--- src/rtl/riscv_pkg.sv ---
// Shared widths and the ID/EX entry layout for the operand fetch stage.
package riscv_pkg;

    localparam int XLEN  = 32;
    localparam int REG_W = 5;
    localparam int NREGS = 32;
    localparam int OP_W  = 8;

    typedef struct packed {
        logic [XLEN-1:0]  rs1_value;
        logic [XLEN-1:0]  rs2_value;
        logic [XLEN-1:0]  imm;
        logic [XLEN-1:0]  pc;
        logic [REG_W-1:0] rd;
        logic             rd_write;
        logic             is_load;
        logic [OP_W-1:0]  op;
    } id_ex_t;

    function automatic logic [NREGS-1:0] reg_onehot(input logic [REG_W-1:0] num);
        logic [NREGS-1:0] mask;
        mask      = '0;
        mask[num] = 1'b1;
        return mask;
    endfunction

endpackage

--- src/rtl/operand_fetch_stage_if.sv ---
// Decode-side, register-file, writeback and execute-side signals of the operand fetch stage.
interface operand_fetch_stage_if;
    import riscv_pkg::*;

    logic             in_valid;
    logic             in_ready;
    logic [REG_W-1:0] in_rs1;
    logic [REG_W-1:0] in_rs2;
    logic             in_uses_rs1;
    logic             in_uses_rs2;
    logic [REG_W-1:0] in_rd;
    logic             in_rd_write;
    logic             in_is_load;
    logic [XLEN-1:0]  in_imm;
    logic [XLEN-1:0]  in_pc;
    logic [OP_W-1:0]  in_op;
    logic             in_flush;
    logic [REG_W-1:0] out_rf_reg_number_1;
    logic [REG_W-1:0] out_rf_reg_number_2;
    logic [XLEN-1:0]  in_rf_value_1;
    logic [XLEN-1:0]  in_rf_value_2;
    logic             in_wb_enable;
    logic [REG_W-1:0] in_wb_number;
    logic             out_valid;
    logic             out_ready;
    logic [XLEN-1:0]  out_rs1_value;
    logic [XLEN-1:0]  out_rs2_value;
    logic [XLEN-1:0]  out_imm;
    logic [XLEN-1:0]  out_pc;
    logic [REG_W-1:0] out_rd;
    logic             out_rd_write;
    logic             out_is_load;
    logic [OP_W-1:0]  out_op;

    // Stage side.
    modport slave (
        input  in_valid, in_rs1, in_rs2, in_uses_rs1, in_uses_rs2, in_rd, in_rd_write,
               in_is_load, in_imm, in_pc, in_op, in_flush, in_rf_value_1, in_rf_value_2,
               in_wb_enable, in_wb_number, out_ready,
        output in_ready, out_rf_reg_number_1, out_rf_reg_number_2, out_valid,
               out_rs1_value, out_rs2_value, out_imm, out_pc, out_rd, out_rd_write,
               out_is_load, out_op
    );

    // Environment side.
    modport master (
        output in_valid, in_rs1, in_rs2, in_uses_rs1, in_uses_rs2, in_rd, in_rd_write,
               in_is_load, in_imm, in_pc, in_op, in_flush, in_rf_value_1, in_rf_value_2,
               in_wb_enable, in_wb_number, out_ready,
        input  in_ready, out_rf_reg_number_1, out_rf_reg_number_2, out_valid,
               out_rs1_value, out_rs2_value, out_imm, out_pc, out_rd, out_rd_write,
               out_is_load, out_op
    );

endinterface

--- src/rtl/load_scoreboard.sv ---
// One pending bit per register for loads handed to execute but not yet written back.
module load_scoreboard
    import riscv_pkg::*;
(
    input  logic             clk,
    input  logic             rst,
    input  logic             set_en_i,
    input  logic [REG_W-1:0] set_num_i,
    input  logic             clr_en_i,
    input  logic [REG_W-1:0] clr_num_i,
    input  logic [REG_W-1:0] q1_num_i,
    input  logic [REG_W-1:0] q2_num_i,
    input  logic [REG_W-1:0] q3_num_i,
    output logic             q1_pend_o,
    output logic             q2_pend_o,
    output logic             q3_pend_o
);

    logic [NREGS-1:0] sb_q;
    logic [NREGS-1:0] sb_d;
    logic [NREGS-1:0] set_mask_s;
    logic [NREGS-1:0] clr_mask_s;

    // Next pending vector: clear on writeback, then set on handoff so set wins.
    always_comb begin
        set_mask_s = '0;
        clr_mask_s = '0;
        if (set_en_i && (set_num_i != {REG_W{1'b0}})) begin
            set_mask_s = reg_onehot(set_num_i);
        end else begin
            set_mask_s = '0;
        end
        if (clr_en_i) begin
            clr_mask_s = reg_onehot(clr_num_i);
        end else begin
            clr_mask_s = '0;
        end
        sb_d = (sb_q & ~clr_mask_s) | set_mask_s;
    end

    // Pending vector register.
    always_ff @(posedge clk) begin
        if (rst) begin
            sb_q <= '0;
        end else begin
            sb_q <= sb_d;
        end
    end

    // A writeback landing this cycle is covered by the register-file bypass.
    assign q1_pend_o = sb_q[q1_num_i] && !(clr_en_i && (clr_num_i == q1_num_i));
    assign q2_pend_o = sb_q[q2_num_i] && !(clr_en_i && (clr_num_i == q2_num_i));
    assign q3_pend_o = sb_q[q3_num_i] && !(clr_en_i && (clr_num_i == q3_num_i));

endmodule

--- src/rtl/operand_fetch_stage.sv ---
// Decode-to-execute stage: reads operands, stalls on load hazards, holds one ID/EX entry.
module operand_fetch_stage
    import riscv_pkg::*;
(
    input  logic                 clk,
    input  logic                 rst,
    operand_fetch_stage_if.slave bus
);

    id_ex_t entry_q;
    id_ex_t entry_d;
    logic   out_valid_q;
    logic   out_valid_d;

    logic pend_rs1_s;
    logic pend_rs2_s;
    logic pend_rd_s;
    logic haz_rs1_s;
    logic haz_rs2_s;
    logic haz_rd_s;
    logic stall_s;
    logic ready_s;
    logic capture_s;
    logic handoff_s;
    logic sb_set_s;
    logic slot_is_load_s;

    assign bus.out_rf_reg_number_1 = bus.in_rs1;
    assign bus.out_rf_reg_number_2 = bus.in_rs2;

    load_scoreboard u_sb (
        .clk       (clk),
        .rst       (rst),
        .set_en_i  (sb_set_s),
        .set_num_i (entry_q.rd),
        .clr_en_i  (bus.in_wb_enable),
        .clr_num_i (bus.in_wb_number),
        .q1_num_i  (bus.in_rs1),
        .q2_num_i  (bus.in_rs2),
        .q3_num_i  (bus.in_rd),
        .q1_pend_o (pend_rs1_s),
        .q2_pend_o (pend_rs2_s),
        .q3_pend_o (pend_rd_s)
    );

    // The held entry is a load not yet handed off, so its result is not tracked yet.
    assign slot_is_load_s = out_valid_q && entry_q.is_load && entry_q.rd_write;

    assign haz_rs1_s = (bus.in_rs1 != {REG_W{1'b0}}) &&
                       (pend_rs1_s || (slot_is_load_s && (entry_q.rd == bus.in_rs1)));
    assign haz_rs2_s = (bus.in_rs2 != {REG_W{1'b0}}) &&
                       (pend_rs2_s || (slot_is_load_s && (entry_q.rd == bus.in_rs2)));
    assign haz_rd_s  = (bus.in_rd != {REG_W{1'b0}}) &&
                       (pend_rd_s || (slot_is_load_s && (entry_q.rd == bus.in_rd)));

    assign stall_s   = (bus.in_uses_rs1 && haz_rs1_s) ||
                       (bus.in_uses_rs2 && haz_rs2_s) ||
                       (bus.in_rd_write && haz_rd_s);
    assign ready_s   = !bus.in_flush && !stall_s && (!out_valid_q || bus.out_ready);
    assign capture_s = bus.in_valid && ready_s;
    assign handoff_s = out_valid_q && bus.out_ready;
    assign sb_set_s  = handoff_s && entry_q.is_load && entry_q.rd_write &&
                       (entry_q.rd != {REG_W{1'b0}}) && !bus.in_flush;

    assign bus.in_ready = ready_s;

    // Output register next state: flush, then capture, then drain, else hold.
    always_comb begin
        entry_d     = entry_q;
        out_valid_d = out_valid_q;
        if (bus.in_flush) begin
            out_valid_d = 1'b0;
        end else if (capture_s) begin
            entry_d.rs1_value = bus.in_rf_value_1;
            entry_d.rs2_value = bus.in_rf_value_2;
            entry_d.imm       = bus.in_imm;
            entry_d.pc        = bus.in_pc;
            entry_d.rd        = bus.in_rd;
            entry_d.rd_write  = bus.in_rd_write;
            entry_d.is_load   = bus.in_is_load;
            entry_d.op        = bus.in_op;
            out_valid_d       = 1'b1;
        end else if (handoff_s) begin
            out_valid_d = 1'b0;
        end else begin
            out_valid_d = out_valid_q;
        end
    end

    // ID/EX register.
    always_ff @(posedge clk) begin
        if (rst) begin
            entry_q     <= '0;
            out_valid_q <= 1'b0;
        end else begin
            entry_q     <= entry_d;
            out_valid_q <= out_valid_d;
        end
    end

    assign bus.out_valid     = out_valid_q;
    assign bus.out_rs1_value = entry_q.rs1_value;
    assign bus.out_rs2_value = entry_q.rs2_value;
    assign bus.out_imm       = entry_q.imm;
    assign bus.out_pc        = entry_q.pc;
    assign bus.out_rd        = entry_q.rd;
    assign bus.out_rd_write  = entry_q.rd_write;
    assign bus.out_is_load   = entry_q.is_load;
    assign bus.out_op        = entry_q.op;

endmodule

--- src/flat_wrapper.sv ---
// flat-port wrapper written by rule: the top's interface ports become plain ports
module operand_fetch_stage_flat import riscv_pkg::*;
  (clk, rst, bus_in_valid, bus_in_rs1, bus_in_rs2, bus_in_uses_rs1, bus_in_uses_rs2, bus_in_rd, bus_in_rd_write, bus_in_is_load, bus_in_imm, bus_in_pc, bus_in_op, bus_in_flush, bus_in_rf_value_1, bus_in_rf_value_2, bus_in_wb_enable, bus_in_wb_number, bus_out_ready, bus_in_ready, bus_out_rf_reg_number_1, bus_out_rf_reg_number_2, bus_out_valid, bus_out_rs1_value, bus_out_rs2_value, bus_out_imm, bus_out_pc, bus_out_rd, bus_out_rd_write, bus_out_is_load, bus_out_op);
  operand_fetch_stage_if bus_i ();
  input  logic clk;
  input  logic rst;
  input wire logic [$bits(bus_i.in_valid)-1:0] bus_in_valid;
  input wire logic [$bits(bus_i.in_rs1)-1:0] bus_in_rs1;
  input wire logic [$bits(bus_i.in_rs2)-1:0] bus_in_rs2;
  input wire logic [$bits(bus_i.in_uses_rs1)-1:0] bus_in_uses_rs1;
  input wire logic [$bits(bus_i.in_uses_rs2)-1:0] bus_in_uses_rs2;
  input wire logic [$bits(bus_i.in_rd)-1:0] bus_in_rd;
  input wire logic [$bits(bus_i.in_rd_write)-1:0] bus_in_rd_write;
  input wire logic [$bits(bus_i.in_is_load)-1:0] bus_in_is_load;
  input wire logic [$bits(bus_i.in_imm)-1:0] bus_in_imm;
  input wire logic [$bits(bus_i.in_pc)-1:0] bus_in_pc;
  input wire logic [$bits(bus_i.in_op)-1:0] bus_in_op;
  input wire logic [$bits(bus_i.in_flush)-1:0] bus_in_flush;
  input wire logic [$bits(bus_i.in_rf_value_1)-1:0] bus_in_rf_value_1;
  input wire logic [$bits(bus_i.in_rf_value_2)-1:0] bus_in_rf_value_2;
  input wire logic [$bits(bus_i.in_wb_enable)-1:0] bus_in_wb_enable;
  input wire logic [$bits(bus_i.in_wb_number)-1:0] bus_in_wb_number;
  input wire logic [$bits(bus_i.out_ready)-1:0] bus_out_ready;
  output wire logic [$bits(bus_i.in_ready)-1:0] bus_in_ready;
  output wire logic [$bits(bus_i.out_rf_reg_number_1)-1:0] bus_out_rf_reg_number_1;
  output wire logic [$bits(bus_i.out_rf_reg_number_2)-1:0] bus_out_rf_reg_number_2;
  output wire logic [$bits(bus_i.out_valid)-1:0] bus_out_valid;
  output wire logic [$bits(bus_i.out_rs1_value)-1:0] bus_out_rs1_value;
  output wire logic [$bits(bus_i.out_rs2_value)-1:0] bus_out_rs2_value;
  output wire logic [$bits(bus_i.out_imm)-1:0] bus_out_imm;
  output wire logic [$bits(bus_i.out_pc)-1:0] bus_out_pc;
  output wire logic [$bits(bus_i.out_rd)-1:0] bus_out_rd;
  output wire logic [$bits(bus_i.out_rd_write)-1:0] bus_out_rd_write;
  output wire logic [$bits(bus_i.out_is_load)-1:0] bus_out_is_load;
  output wire logic [$bits(bus_i.out_op)-1:0] bus_out_op;
  assign bus_i.in_valid = bus_in_valid;
  assign bus_i.in_rs1 = bus_in_rs1;
  assign bus_i.in_rs2 = bus_in_rs2;
  assign bus_i.in_uses_rs1 = bus_in_uses_rs1;
  assign bus_i.in_uses_rs2 = bus_in_uses_rs2;
  assign bus_i.in_rd = bus_in_rd;
  assign bus_i.in_rd_write = bus_in_rd_write;
  assign bus_i.in_is_load = bus_in_is_load;
  assign bus_i.in_imm = bus_in_imm;
  assign bus_i.in_pc = bus_in_pc;
  assign bus_i.in_op = bus_in_op;
  assign bus_i.in_flush = bus_in_flush;
  assign bus_i.in_rf_value_1 = bus_in_rf_value_1;
  assign bus_i.in_rf_value_2 = bus_in_rf_value_2;
  assign bus_i.in_wb_enable = bus_in_wb_enable;
  assign bus_i.in_wb_number = bus_in_wb_number;
  assign bus_i.out_ready = bus_out_ready;
  assign bus_in_ready = bus_i.in_ready;
  assign bus_out_rf_reg_number_1 = bus_i.out_rf_reg_number_1;
  assign bus_out_rf_reg_number_2 = bus_i.out_rf_reg_number_2;
  assign bus_out_valid = bus_i.out_valid;
  assign bus_out_rs1_value = bus_i.out_rs1_value;
  assign bus_out_rs2_value = bus_i.out_rs2_value;
  assign bus_out_imm = bus_i.out_imm;
  assign bus_out_pc = bus_i.out_pc;
  assign bus_out_rd = bus_i.out_rd;
  assign bus_out_rd_write = bus_i.out_rd_write;
  assign bus_out_is_load = bus_i.out_is_load;
  assign bus_out_op = bus_i.out_op;
  operand_fetch_stage u_core (.clk(clk), .rst(rst), .bus(bus_i));
endmodule
--- config.mk ---
export PLATFORM = sky130hd
export DESIGN_NAME = operand_fetch_stage_flat
export DESIGN_NICKNAME = d
export VERILOG_FILES = /design/src/rtl/riscv_pkg.sv /design/src/rtl/operand_fetch_stage_if.sv /design/src/rtl/load_scoreboard.sv /design/src/rtl/operand_fetch_stage.sv /design/src/flat_wrapper.sv
export SDC_FILE = /design/constraint.sdc
export NUM_CORES = 1
export LEC_CHECK = 0
export CAP_MARGIN = 5
export CORE_AREA = 3 3 196 198
export DETAILED_ROUTE_END_ITERATION = 7
export DIE_AREA = 0 0 199 201
export HOLD_SLACK_MARGIN = 0.15
export PLACE_DENSITY = 0.53
export SYNTH_ARGS = -nofsm -noshare
export SYNTH_HDL_FRONTEND = slang
export SYNTH_SLANG_ARGS = --single-unit
export TNS_END_PERCENT = 20
--- constraint.sdc ---
create_clock -name clk -period 2.6 [get_ports clk]
set_input_delay 0.39 -clock clk [delete_from_list [all_inputs] [get_ports clk]]
set_output_delay 0.39 -clock clk [all_outputs]
set_load 0.01 [all_outputs]
==> results summary, run 1 <==
The run finished, with violations left. The checks that failed: negative setup slack. The worst hold path class is input pin to register. Of all cell types, the one taking the most synthesized area is dfxtp_1. The worst min-delay path endpoint is u_core.bus.out_rd[2]$_SDFFE_PP0P_.

The largest voltage drop on the vdd net came out at 0.000472 V. By instance count, the leading cell after synthesis is nand2b_1. The mux cell area share after synthesis came out at 0.224.

The max-slew violation count came to 0. The post-synthesis share of cell area spent on and, or, nand and nor gates is 0.260. The compound-cell area share of the yosys netlist was 0.0480. The die is 201 µm tall. On the final layout, the worst hold slack is 259 ps. The count of buffering cells on the critical path with inverters included is 1. The final RePlAce weighted congestion is 0.854. After the last flow step, the layout net total stands at 1,482. Power spread over the standard cell area amounts to 482 nW/µm².

The number of maximum-capacitance violations is 0. Data on the critical path is required at its endpoint by 2210 ps. The floorplan die area came out at 40,000 µm². TritonCTS built the clock tree. Counting flops and latches in the post-synthesis netlist gives 176. Based on the critical path, the design can be clocked at up to 0.354 GHz. The post-detailed-route via-to-cell ratio is 4.44. The arithmetic-cell share of the synthesized area counting full adders, half adders and majority gates is 0. The count of clock tree sinks is 176. The average wire per standard cell came out at 17.5 µm.

The post-synthesis cell area is 9130 µm². The total routing usage reported by global routing came out at 0.154. The cell sitting at the root of the clock tree is a clkbuf_16.

The total power draw is 0.00693 W. In the final timing run, aggregate negative setup slack is -2640 ps. Traced cell by cell, the critical path runs through mux4_2 -> mux2i_2 -> a211oi_2 -> o2111a_1 -> nor4_1 -> and3_1 -> buf_2.

The number of warnings reported in the yosys synthesis log is 0. The first detailed-routing pass took 5 iterations. Once detail routing completed, the nets flagged for antenna violations numbered 0. Across all register-to-register paths, the minimum setup slack is -30 ps. The number of endpoints with negative hold slack in the final report is 0.

The final worst-path cycle share is 1.09. The static leakage power is 5.27 nW. The maximum buffer depth of the clock tree is 2. The clock transition at the register clock pins on the worst setup and hold paths after CTS is 80 ps. At the later pin of the worst-skew pair, clock insertion delay measures 440 ps. The most critical setup path has its startpoint at u_core.u_sb.sb_q[15]$_SDFF_PP0_.

The async set-reset flop share out of synthesis came out at 0. For this run, the slowest stage of the critical path takes 480 ps. Synthesis produced a netlist whose cell count is 957. The arrival time of the worst setup path came out at 2430 ps. The number of nets in the synthesized netlist came out at 1,123. The number of H-tree levels came out at 4. In this run, the number of DRC markers left after iteration 0 of detailed routing was 423.

The number of rows in the core area is 70. In the post-synthesis netlist, the biggest area contributors are dfxtp_1, nand2b_1, mux2i_1, mux4_2, xor2_1. By startpoint and endpoint, the worst setup path is classified as register to output pin.

Setup repair after global routing could not meet its margin everywhere. The synthesized netlist contains 37 unique library cells. The sum of net half-perimeters after detailed placement came out at 22,800 µm.

After synthesis, the largest family of logic cells by area is simple AND/OR/NAND/NOR gates. The launching point of the worst reg2reg path is u_core.u_sb.sb_q[26]$_SDFF_PP0_. The area growth from synthesis to layout is 57.4%. The number of flops mapped to enable cells by yosys is 0. The number of antenna violations at the first check in global routing came out at 2.

The number of primary I/O pins came out at 321. The cell family contributing the most delay on the critical path is multiplexers. The initial core utilization came out at 0.249. The number of global-route vias before repair is 8,087. The worst reg-to-reg path cell count came out at 11. Setup slack on the critical path of the routed design comes to -222 ps. The quantity of I/O buffers inserted on ports came out at 320.

For the pin with the worst max-slew slack, the measured transition is 584 ps. The critical-path cell with the highest stage delay is mux4_2. The number of antenna repair diodes came out at 0. The first-pass GRT wire length is 47,900 µm. Detailed routing inserted a total of 7,967 vias. In this run the most critical hold path is launched from bus_in_rd[2].

Along the worst hold path, the cell count comes to 3. The total wire length after detailed routing came out at 31,400 µm. The total grt overflow is 0. In the final layout, the share of cells above drive strength 1 is 0.145. The synthesized area divided by synthesized cell count is 9.54 µm². The top cell type's share of synthesized area is 0.386. The fill cell instance count of the final layout came out at 3,648. The area of the core is 36,700 µm².

The minimum clock period is 2820 ps. The sequential standard cell area came out at 3540 µm². In the routed design, unresolved DRC markers number 0.

Entering global routing, the biggest net connects 105 pins. The setup clock skew after layout came out at 13.3 ps. Setup violations remaining at the end of the flow were counted as 80. The number of CTS-inserted buffers is 17. In the final layout, the multi-input gates occupy 5200 µm². The worst setup path is captured at an output pin.

The worst register-to-register path ends at u_core.bus.out_imm[9]$_SDFFE_PP0P_. The most used flip-flop cell after synthesis is dfxtp_1. The normalized max-slew margin came out at 0.608. The critical path launch point type is a register.

Sorting the synthesized cells by how often they occur yields nand2b_1, dfxtp_1, mux2i_1, clkbuf_1, nand2_1. The XOR/XNOR share of the synthesized area came out at 0.0288. Along the worst path, the maximum fanout reaches 4.

The chip width is 199 µm. The share of the Yosys chip area taken by registers is 0.386.
-- registers in the layout, summed over array words and instances (netlist names) --
name                      count
u_core.bus.out_rs1_value     32
u_core.bus.out_valid          1
u_core.bus.out_is_load        1
u_core.bus.out_imm           32
u_core.bus.out_rs2_value     32
u_core.bus.out_pc            32
u_core.u_sb.sb_q             32
u_core.bus.out_rd             5
u_core.bus.out_rd_write       1
u_core.bus.out_op             8
-- how the worst max path moves through the flow --
stage / endpoint / slack [ps] / depth (start not counted)
final: bus_in_ready / -220 / 7
after global routing: bus_in_ready / -250 / 7
after floorplan: u_core.bus.out_imm[0]$_SDFFE_PP0P_ / 30 / 10
after detailed placement: bus_in_ready / -890 / 9
after CTS: bus_in_ready / -200 / 7
after global placement: bus_in_ready / -900 / 9
-- layout by cell type (no fill, tap or decap), types with 6 or more instances in the layout --
cell,synthesis,final
nand3_1,15,13
buf_4,20,72
dfxtp_1,176,163
o21ai_0,31,31
mux2i_1,173,170
dfxtp_2,0,12
nand2b_1,288,288
dlygate4sd2_1,0,9
xor2_1,23,23
buf_12,0,15
clkbuf_16,0,22
nor2b_1,8,6
nand2_1,38,38
xnor2_1,7,7
nor2_1,7,7
a21oi_1,36,36
buf_6,9,10
clkdlybuf4s50_1,0,303
nor4_1,8,6
mux4_2,14,14
-- per-layer routing --
| layer | global-route usage | vias to the layer above | share of wire | routed length, µm |
|---|---|---|---|---|
| met5 | 0 | - | 0.00041 | 13 |
| met4 | 0.0294 | 2 | 0.0074 | 234 |
| met1 | 0.195 | 3761 | 0.43 | 13600 |
| li1 | - | 3916 | - | - |
| met3 | 0.0663 | 19 | 0.093 | 2930 |
| met2 | 0.246 | 269 | 0.47 | 14700 |
-- logic make-up (layout without fill, tap and decap cells) --
family,count (synthesis),after routing
compound gates,80,80
xor+xnor,30,30
buf+inv,89,460
flops,176,176
mux,187,187
simple gates,395,395
-- through the flow --
stage / cell area (µm²) / instances / setup WS (ps) / utilization
5_1_grt: 14400 / 1796 / -249 / 0.391
6_report: 14400 / 1796 / -222 / 0.391
3_5_place_dp: 13300 / 1744 / -892 / 0.362
4_1_cts: 14200 / 1791 / -198 / 0.387
2_1_floorplan: 9180 / 957 / 29.3 / -
3_3_place_gp: 13300 / 1744 / -898 / 0.362
-- what timing repair did --
action	CTS	global route
hold buffers	0	0
buffers inserted	11	1
resized for setup	69	16
pin swaps	17	11
cloned	5	5
endpoints found under the setup margin	145	136
-- layout make-up --
class,instances,share of cell area
Multi-Input combinational cell,692,0.362
Timing Repair Buffer,427,0.310
Clock inverter,14,0.0108
Inverter,2,0.000523
Tap cell,468,0.0408
Clock buffer,17,0.0296
Sequential cell,176,0.247
-- worst min-delay path: stages --
cell	delay, ps
buf_4	140
nand2b_1	60
mux2i_1	60
-- where the power goes --
| part | leakage [nW] | switching, W | total, W | internal, W |
|---|---|---|---|---|
| combinational | 3.56 | 0.000569 | 0.00143 | 0.000861 |
| clock | 0.269 | 0.00119 | 0.00261 | 0.00142 |
| sequential | 1.44 | 0.0000666 | 0.00288 | 0.00281 |
(Power assumes the default switching activity.)
==> run 2, diff against run 1 <==
--- a/config.mk
+++ b/config.mk
@@ -6,9 +6,10 @@
 export NUM_CORES = 1
 export LEC_CHECK = 0
 export CAP_MARGIN = 5
-export CORE_AREA = 3 3 196 198
+export CORE_AREA = 2 2 195 197
+export CTS_BUF_LIST = sky130_fd_sc_hd__clkbuf_4 sky130_fd_sc_hd__clkbuf_8 sky130_fd_sc_hd__clkbuf_16
 export DETAILED_ROUTE_END_ITERATION = 7
-export DIE_AREA = 0 0 199 201
+export DIE_AREA = 0 0 197 199
 export HOLD_SLACK_MARGIN = 0.15
 export PLACE_DENSITY = 0.53
 export SYNTH_ARGS = -nofsm -noshare
==> run 2 against run 1 <==
Effect of this change: the flow still finishes with violations (negative setup slack); die area fell by 2.0%; sequential share of layout area rose by 0.23 points; wire length fell by 4.2%; critical path depth rose by 1; largest power group unchanged.
==> results summary, run 2 (same netlist as run 1, synthesis figures left out) <==
The number of CTS-inserted buffers is 17. The initial core utilization is 0.246. The final antenna-violating net count came out at 0. The quantity of I/O buffers inserted on ports is 320. The number of endpoints with negative hold slack in the final report is 0.

The floorplan die area came out at 39,200 µm². STA classifies the critical path startpoint as a register. The maximum buffer depth of the clock tree came out at 2. Across the whole layout, storage elements account for 3560 µm². In the global route stage, overall resource usage came out at 0.153. The clock network latency to the later pin of the worst-skew pair is 440 ps. The maximum clock frequency came out at 0.374 GHz.

The run finished, with violations left. The cell area after placement came out at 13,300 µm². The worst hold path class is input pin to register. The slack of the worst reg-to-reg path came out at 0 ps. The first-pass GRT wire length came out at 46,200 µm. The maximum number of pins on one net before global-route repair is 105. The number of antenna repair diodes is 0. The worst setup slack after layout is -70.3 ps. The number of maximum-capacitance violations came out at 0.

The starting DRC count in detailed routing came out at 287. The number of placed instances with taps included is 1,749. The final RePlAce weighted congestion is 0.851. After clock tree synthesis, the clock-pin slew on the worst setup and hold paths is 70 ps. The area growth from synthesis to layout is 56.8%. Using the TritonRoute via totals, the vias-per-cell ratio works out to 4.38. The sum of net half-perimeters after detailed placement is 22,200 µm. Setup repair after global routing could not meet its margin everywhere. The most frequent standard cell in the layout excluding fill and tap cells is clkdlybuf4s50_1. VDD sags by at most 0.000332 V. For this design the static power due to leakage is 5.24 nW.

The fill cell instance count of the final layout is 3,738. On the worst path, the slowest cell contributes a delay of 470 ps. The number of global-route vias before repair came to 7,936. After detailed routing, the average wire length per cell comes to 16.8 µm. The total via count after detailed routing came out at 7,879. Before antenna repair, the detailed router went through 4 iterations.

The count of clock tree sinks is 176. For this design the ratio of total power to cell area is 495 nW/µm². The endpoint class of the critical path is an output pin.

The max-slew violation count came out at 0. The post-layout utilization of the core came out at 0.385. The area of the multi-input gates came out at 5200 µm². The normalized max-slew margin is 0.573. In this run the clock root is driven by a clkbuf_16.

For this design, the CTS-stage hold fixing added 0 buffers. The worst hold slack across all endpoints is 415 ps. 321 I/O pins were placed. Among all stages on the critical path, the largest delay is contributed by mux4_2. The final worst-path cycle share came out at 1.03.

The minimum clock period came out at 2670 ps. The arrival time of the worst setup path came out at 2280 ps. The number of setup violations in the final report is 38. The final reports fail on negative setup slack.

The worst register-to-register path ends at u_core.bus.out_rs1_value[22]$_SDFFE_PP0P_. At the pin with the least slew margin, the transition time is 635 ps. The number of antenna violations at the first check in global routing came out at 0. The number of H-tree levels is 4. The fraction of final layout cells with drive strength greater than 1 came out at 0.144. The destination of the critical timing path is bus_in_ready. The worst register-to-register path begins at u_core.u_sb.sb_q[14]$_SDFF_PP0_.

For the worst flop-to-flop path, the logic depth is 11. The area of all placed cells without fillers is 14,300 µm². The worst-path maximum fanout is 4. The total wire length after detailed routing is 30,100 µm. In the routed design, unresolved DRC markers number 0. The net total in the final layout is 1,476. The critical path is of the register to output pin type. The area of the core is 37,100 µm². The total negative setup slack came out at -837 ps. TritonCTS built the clock tree. Across the routed clock network, the largest skew measured is 15.3 ps. The chip width came out at 197 µm.

The critical path goes through mux2i_1 -> mux4_2 -> nor2b_4 -> a211oi_2 -> o2111a_1 -> nor4_1 -> and3_1 -> buf_2. The post-layout instance count excluding filler cells is 1,797. Tracing the worst setup path back leads to its startpoint at u_core.u_sb.sb_q[7]$_SDFF_PP0_.

The floorplan has 71 rows. The height of the die came out at 199 µm. The required arrival time at the worst endpoint came out at 2210 ps. The top cell types in the final layout, fill and taps aside, are clkdlybuf4s50_1, nand2b_1, mux2i_1. Summed over all layers, the global routing overflow is 0.
[run 2: changes by cell type in the layout (fill, tap and decap cells not counted), sizes merged]
cell	change
clkinvlp	-5
dlygate4sd2	-5
clkdlybuf4s50	+3
clkinv	+3
bufbuf	-2
clkbuf	-2
buf	+1
bufinv	+1
clkdlybuf4s15	+1
[run 2: how the worst min path moves through the flow]
| stage | slack (ps) | endpoint | depth (start not counted) | from |
|---|---|---|---|---|
| finish | 410 | u_core.bus.out_rd[3]$_SDFFE_PP0P_ | 4 | bus_in_rd[3] |
| global route | 430 | u_core.bus.out_rd[0]$_SDFFE_PP0P_ | 4 | bus_in_rd[0] |
| CTS | 390 | u_core.bus.out_rd[0]$_SDFFE_PP0P_ | 4 | bus_in_rd[0] |
| detailed placement | 460 | u_core.bus.out_rs2_value[8]$_SDFFE_PP0P_ | 2 | u_core.bus.out_rs2_value[8]$_SDFFE_PP0P_ |
| global placement | 460 | u_core.bus.out_rs2_value[3]$_SDFFE_PP0P_ | 2 | u_core.bus.out_rs2_value[3]$_SDFFE_PP0P_ |
| floorplan | 470 | u_core.u_sb.sb_q[14]$_SDFF_PP0_ | 2 | u_core.u_sb.sb_q[14]$_SDFF_PP0_ |
[run 2: report_power, final]
group | internal (W) | switching (W) | leakage (nW) | total [W]
Sequential | 0.00281 | 0.0000672 | 1.44 | 0.00288
Combinational | 0.000840 | 0.000557 | 3.48 | 0.00140
Clock | 0.00159 | 0.00122 | 0.312 | 0.00281
Total | 0.00524 | 0.00184 | 5.24 | 0.00708
[run 2: what timing repair did]
action | 4_1_cts | 5_1_grt
endpoints found under the setup margin | 145 | 145
cloned | 7 | 0
endpoints found under the hold margin | 0 | 0
gates resized for setup | 84 | 26
pin swaps | 13 | 7
setup buffers | 15 | 1
[run 2: metrics by stage]
| stage | total power [W] | setup slack, ps |
|---|---|---|
| 2_1_floorplan | 0.00355 | 29.3 |
| 3_3_place_gp | 0.00426 | -819 |
| 3_5_place_dp | 0.00427 | -806 |
| 4_1_cts | 0.00721 | -98.1 |
| 5_1_grt | 0.00738 | -161 |
| 6_report | 0.00708 | -70.3 |
[run 2: final cells by class]
| class | count | area share |
|---|---|---|
| Sequential cell | 176 | 0.249 |
| Inverter | 2 | 0.000524 |
| Multi-Input combinational cell | 692 | 0.363 |
| Clock buffer | 19 | 0.0316 |
| Timing Repair Buffer | 421 | 0.302 |
| Clock inverter | 13 | 0.0120 |
| Tap cell | 474 | 0.0414 |
[run 2: routing by layer]
| metal | share of wire | global-route usage | wire [µm] |
|---|---|---|---|
| met2 | 0.46 | 0.249 | 14000 |
| met5 | 0 | 0 | 0 |
| met1 | 0.44 | 0.193 | 13100 |
| met3 | 0.088 | 0.0544 | 2650 |
| met4 | 0.013 | 0.0370 | 398 |
[run 2: worst max-delay path: cells and delay by family (launching register included)]
family / cells / cell delay [ps]
and+or+nand+nor: 3 / 350
DFF: 1 / 390
buffers and inverters: 1 / 140
AOI/OAI and AO/OA: 2 / 440
muxes: 2 / 540
==> run 3, diff against run 2 <==
--- a/config.mk
+++ b/config.mk
@@ -7,11 +7,12 @@
 export LEC_CHECK = 0
 export CAP_MARGIN = 5
 export CORE_AREA = 2 2 195 197
-export CTS_BUF_LIST = sky130_fd_sc_hd__clkbuf_4 sky130_fd_sc_hd__clkbuf_8 sky130_fd_sc_hd__clkbuf_16
+export CTS_BUF_LIST = sky130_fd_sc_hd__clkbuf_4
 export DETAILED_ROUTE_END_ITERATION = 7
 export DIE_AREA = 0 0 197 199
 export HOLD_SLACK_MARGIN = 0.15
 export PLACE_DENSITY = 0.53
+export RECOVER_POWER = 50
 export SYNTH_ARGS = -nofsm -noshare
 export SYNTH_HDL_FRONTEND = slang
 export SYNTH_SLANG_ARGS = --single-unit
==> run 3 against run 2 <==
Effect of this change: the run still ends with negative setup slack left; register-to-register slack worse by 110 ps; clock skew up 18 ps; design area shrank 0.48%; critical path depth did not move; power shrank 14%; largest power group unchanged.
==> results summary, run 3 (same netlist as run 1, synthesis figures left out) <==
The clock network latency to the later pin of the worst-skew pair is 590 ps. TritonCTS built the clock tree. Of all nets on the critical path, the largest fanout is 4. The number of placed instances with taps included is 1,749. The minimum clock period came out at 2850 ps. The count of clock tree sinks is 176.

The worst setup path is launched from a register. The pin slew with the least headroom to its limit is 603 ps. For the final database, setup skew stands at 33.2 ps. In this run the static leakage power is 5.46 nW. The maximum clock frequency is 0.351 GHz. The number of H-tree levels is 4. STA classifies the critical path endpoint as an output pin. The number of antenna violations at the first check in global routing is 1. The fraction of final layout cells with drive strength greater than 1 is 0.143. The signal on the critical path passes through mux2i_1 -> mux4_2 -> nor2b_4 -> a211oi_2 -> o2111a_1 -> nor4_2 -> and3_1 -> buf_2. The setup path with the least slack is of type register to output pin. The number of global-route vias before repair is 7,887. Summing all non-filler instances in the final layout gives an area of 14,200 µm². The total power per unit cell area came out at 427 nW/µm². Across all setup checks in the final design, the least slack found is -251 ps. Leaving out filler cells and counting taps, the final layout contains 1,808. After clock tree synthesis, the clock-pin slew on the worst setup and hold paths is 160 ps. The total via count after detailed routing came out at 7,903.

The average wire per standard cell is 16.7 µm. On the critical path, the stage with the largest delay is an instance of mux4_2. Setup repair after global routing could not meet its margin everywhere. In this run, the number of DRC markers left after iteration 0 of detailed routing was 312.

In the final layout, flip-flops and latches occupy 3550 µm². The top cell types in the final layout, fill and taps aside, are nand2b_1, clkdlybuf4s50_1, mux2i_1. The worst hold path class is input pin to register. The area of the core came out at 37,100 µm². The total power draw came out at 0.00608 W.

The required arrival time at the worst endpoint came out at 2210 ps. The final antenna-violating net count came out at 0. The top cell family by delay on the critical path is multiplexers. The floorplan step set the die width to 197 µm. The post-layout utilization of the core came out at 0.384. The area of the multi-input gates is 5230 µm². The floorplan die area is 39,200 µm². The slack of the worst reg-to-reg path is -110 ps.

The floorplan has 71 rows. The number of primary I/O pins came out at 321. In the routed design, unresolved DRC markers number 0. The count of buffers added on input and output ports is 320.

The number of endpoints with negative hold slack in the final report came to 0. The final worst-path cycle share is 1.10. The wire-length estimate of the detail-placed layout is 22,200 µm. The normalized max-slew margin came out at 0.595.

The run finished, with violations left. The launching point of the worst reg2reg path is u_core.u_sb.sb_q[14]$_SDFF_PP0_. The tool flagged a number of max-cap violations equal to 0.

The first detailed-routing pass took 4 iterations. The height of the die came out at 199 µm. Leaving out fill and tap cells, the most frequent cell in the layout is nand2b_1. The cell area after placement is 13,300 µm².

Across every metal layer, demand over resource in global routing totals 0.152. The tree is rooted in a clkbuf_4. For this configuration, the core starts out at a cell density of 0.246. For this run, the slowest stage of the critical path takes 460 ps. The critical path starts at u_core.u_sb.sb_q[6]$_SDFF_PP0_.

The final RePlAce weighted congestion is 0.851. VDD sags by at most 0.000307 V. The area growth from synthesis to layout is 56.0%.

Summed over all layers, the routed wires come to 30,200 µm. Data on the critical path arrives at its endpoint at 2460 ps. The clock passes through at most 2 buffers. The post-detailed-route via-to-cell ratio came out at 4.37.

In the final design database the tool counted 1,486 nets. The number of CTS-inserted buffers is 17. The total grt overflow came out at 0. The first-pass GRT wire length is 46,000 µm. The maximum number of pins on one net before global-route repair is 105. The final reports fail on negative setup slack. The beginning of the worst hold path is rst. The count of buffering cells on the critical path with inverters included is 1.

The fill cell instance count of the final layout is 3,757. The max-slew violation count is 0. Setup violations remaining at the end of the flow were counted as 116.
## run 3: changes by cell type in the layout (fill, tap and decap cells not counted), moves of 3 or more
| cell | before | now |
|---|---|---|
| clkbuf_16 | 17 | 3 |
| dlygate4sd3_1 | 0 | 90 |
| dfxtp_4 | 7 | 4 |
| clkdlybuf4s50_1 | 306 | 222 |
| clkbuf_1 | 0 | 3 |
| buf_6 | 21 | 16 |
| buf_12 | 17 | 24 |
| clkbuf_4 | 0 | 17 |
## run 3: worst paths after layout
kind	cells after the start	endpoint
worst max register to register	13	u_core.bus.out_pc[2]$_SDFFE_PP0P_
worst min register to register	2	u_core.bus.out_pc[22]$_SDFFE_PP0P_
worst max-delay path	8	bus_in_ready
worst min-delay path	3	u_core.bus.out_rs2_value[13]$_SDFFE_PP0P_
## run 3: final cells by class
type / instances / area share
antenna: 1 / 0.000176
clock buffer: 17 / 0.00896
clock inverter: 15 / 0.0126
inverter: 2 / 0.000527
multi-input combinational: 692 / 0.367
sequential: 176 / 0.249
tap: 474 / 0.0416
timing repair buffer: 431 / 0.320
## run 3: tightest hold or removal path, delay by kind of cell
family / cells / cell delay, ps
and+or+nand+nor: 1 / 180
muxes: 1 / 110
buffers and inverters: 1 / 210
## run 3: per-layer routing
metal  GRT usage  part of all wire  up-vias
met1       0.192              0.44     3691
met4      0.0354             0.013        0
met2       0.247              0.47      256
met5           0                 0        -
met3      0.0566             0.083       24
li1            -                 -     3932
## run 3: repair_timing
| item | in CTS | in global routing |
|---|---|---|
| setup buffers | 12 | 9 |
| pin swaps | 5 | 7 |
| gates cloned | 8 | 3 |
| setup endpoints to repair | 143 | 145 |
| gates resized for setup | 68 | 17 |
| hold buffers | 0 | 0 |
| endpoints found under the hold margin | 0 | 0 |
## run 3: power breakdown
part / total [W] / internal (W) / switching [W]
clock: 0.00176 / 0.000682 / 0.00108
combinational: 0.00144 / 0.000866 / 0.000570
sequential: 0.00288 / 0.00281 / 0.0000635
total: 0.00608 / 0.00436 / 0.00172
## run 3: metrics by stage
step	setup slack, ps	hold WS (ps)	TNS [ps]
3_5_place_dp	-806	462	-105570
4_1_cts	-331	260	-8470
6_report	-251	339	-10910
2_1_floorplan	29.3	470	0
3_3_place_gp	-819	457	-103880
5_1_grt	-429	268	-17750
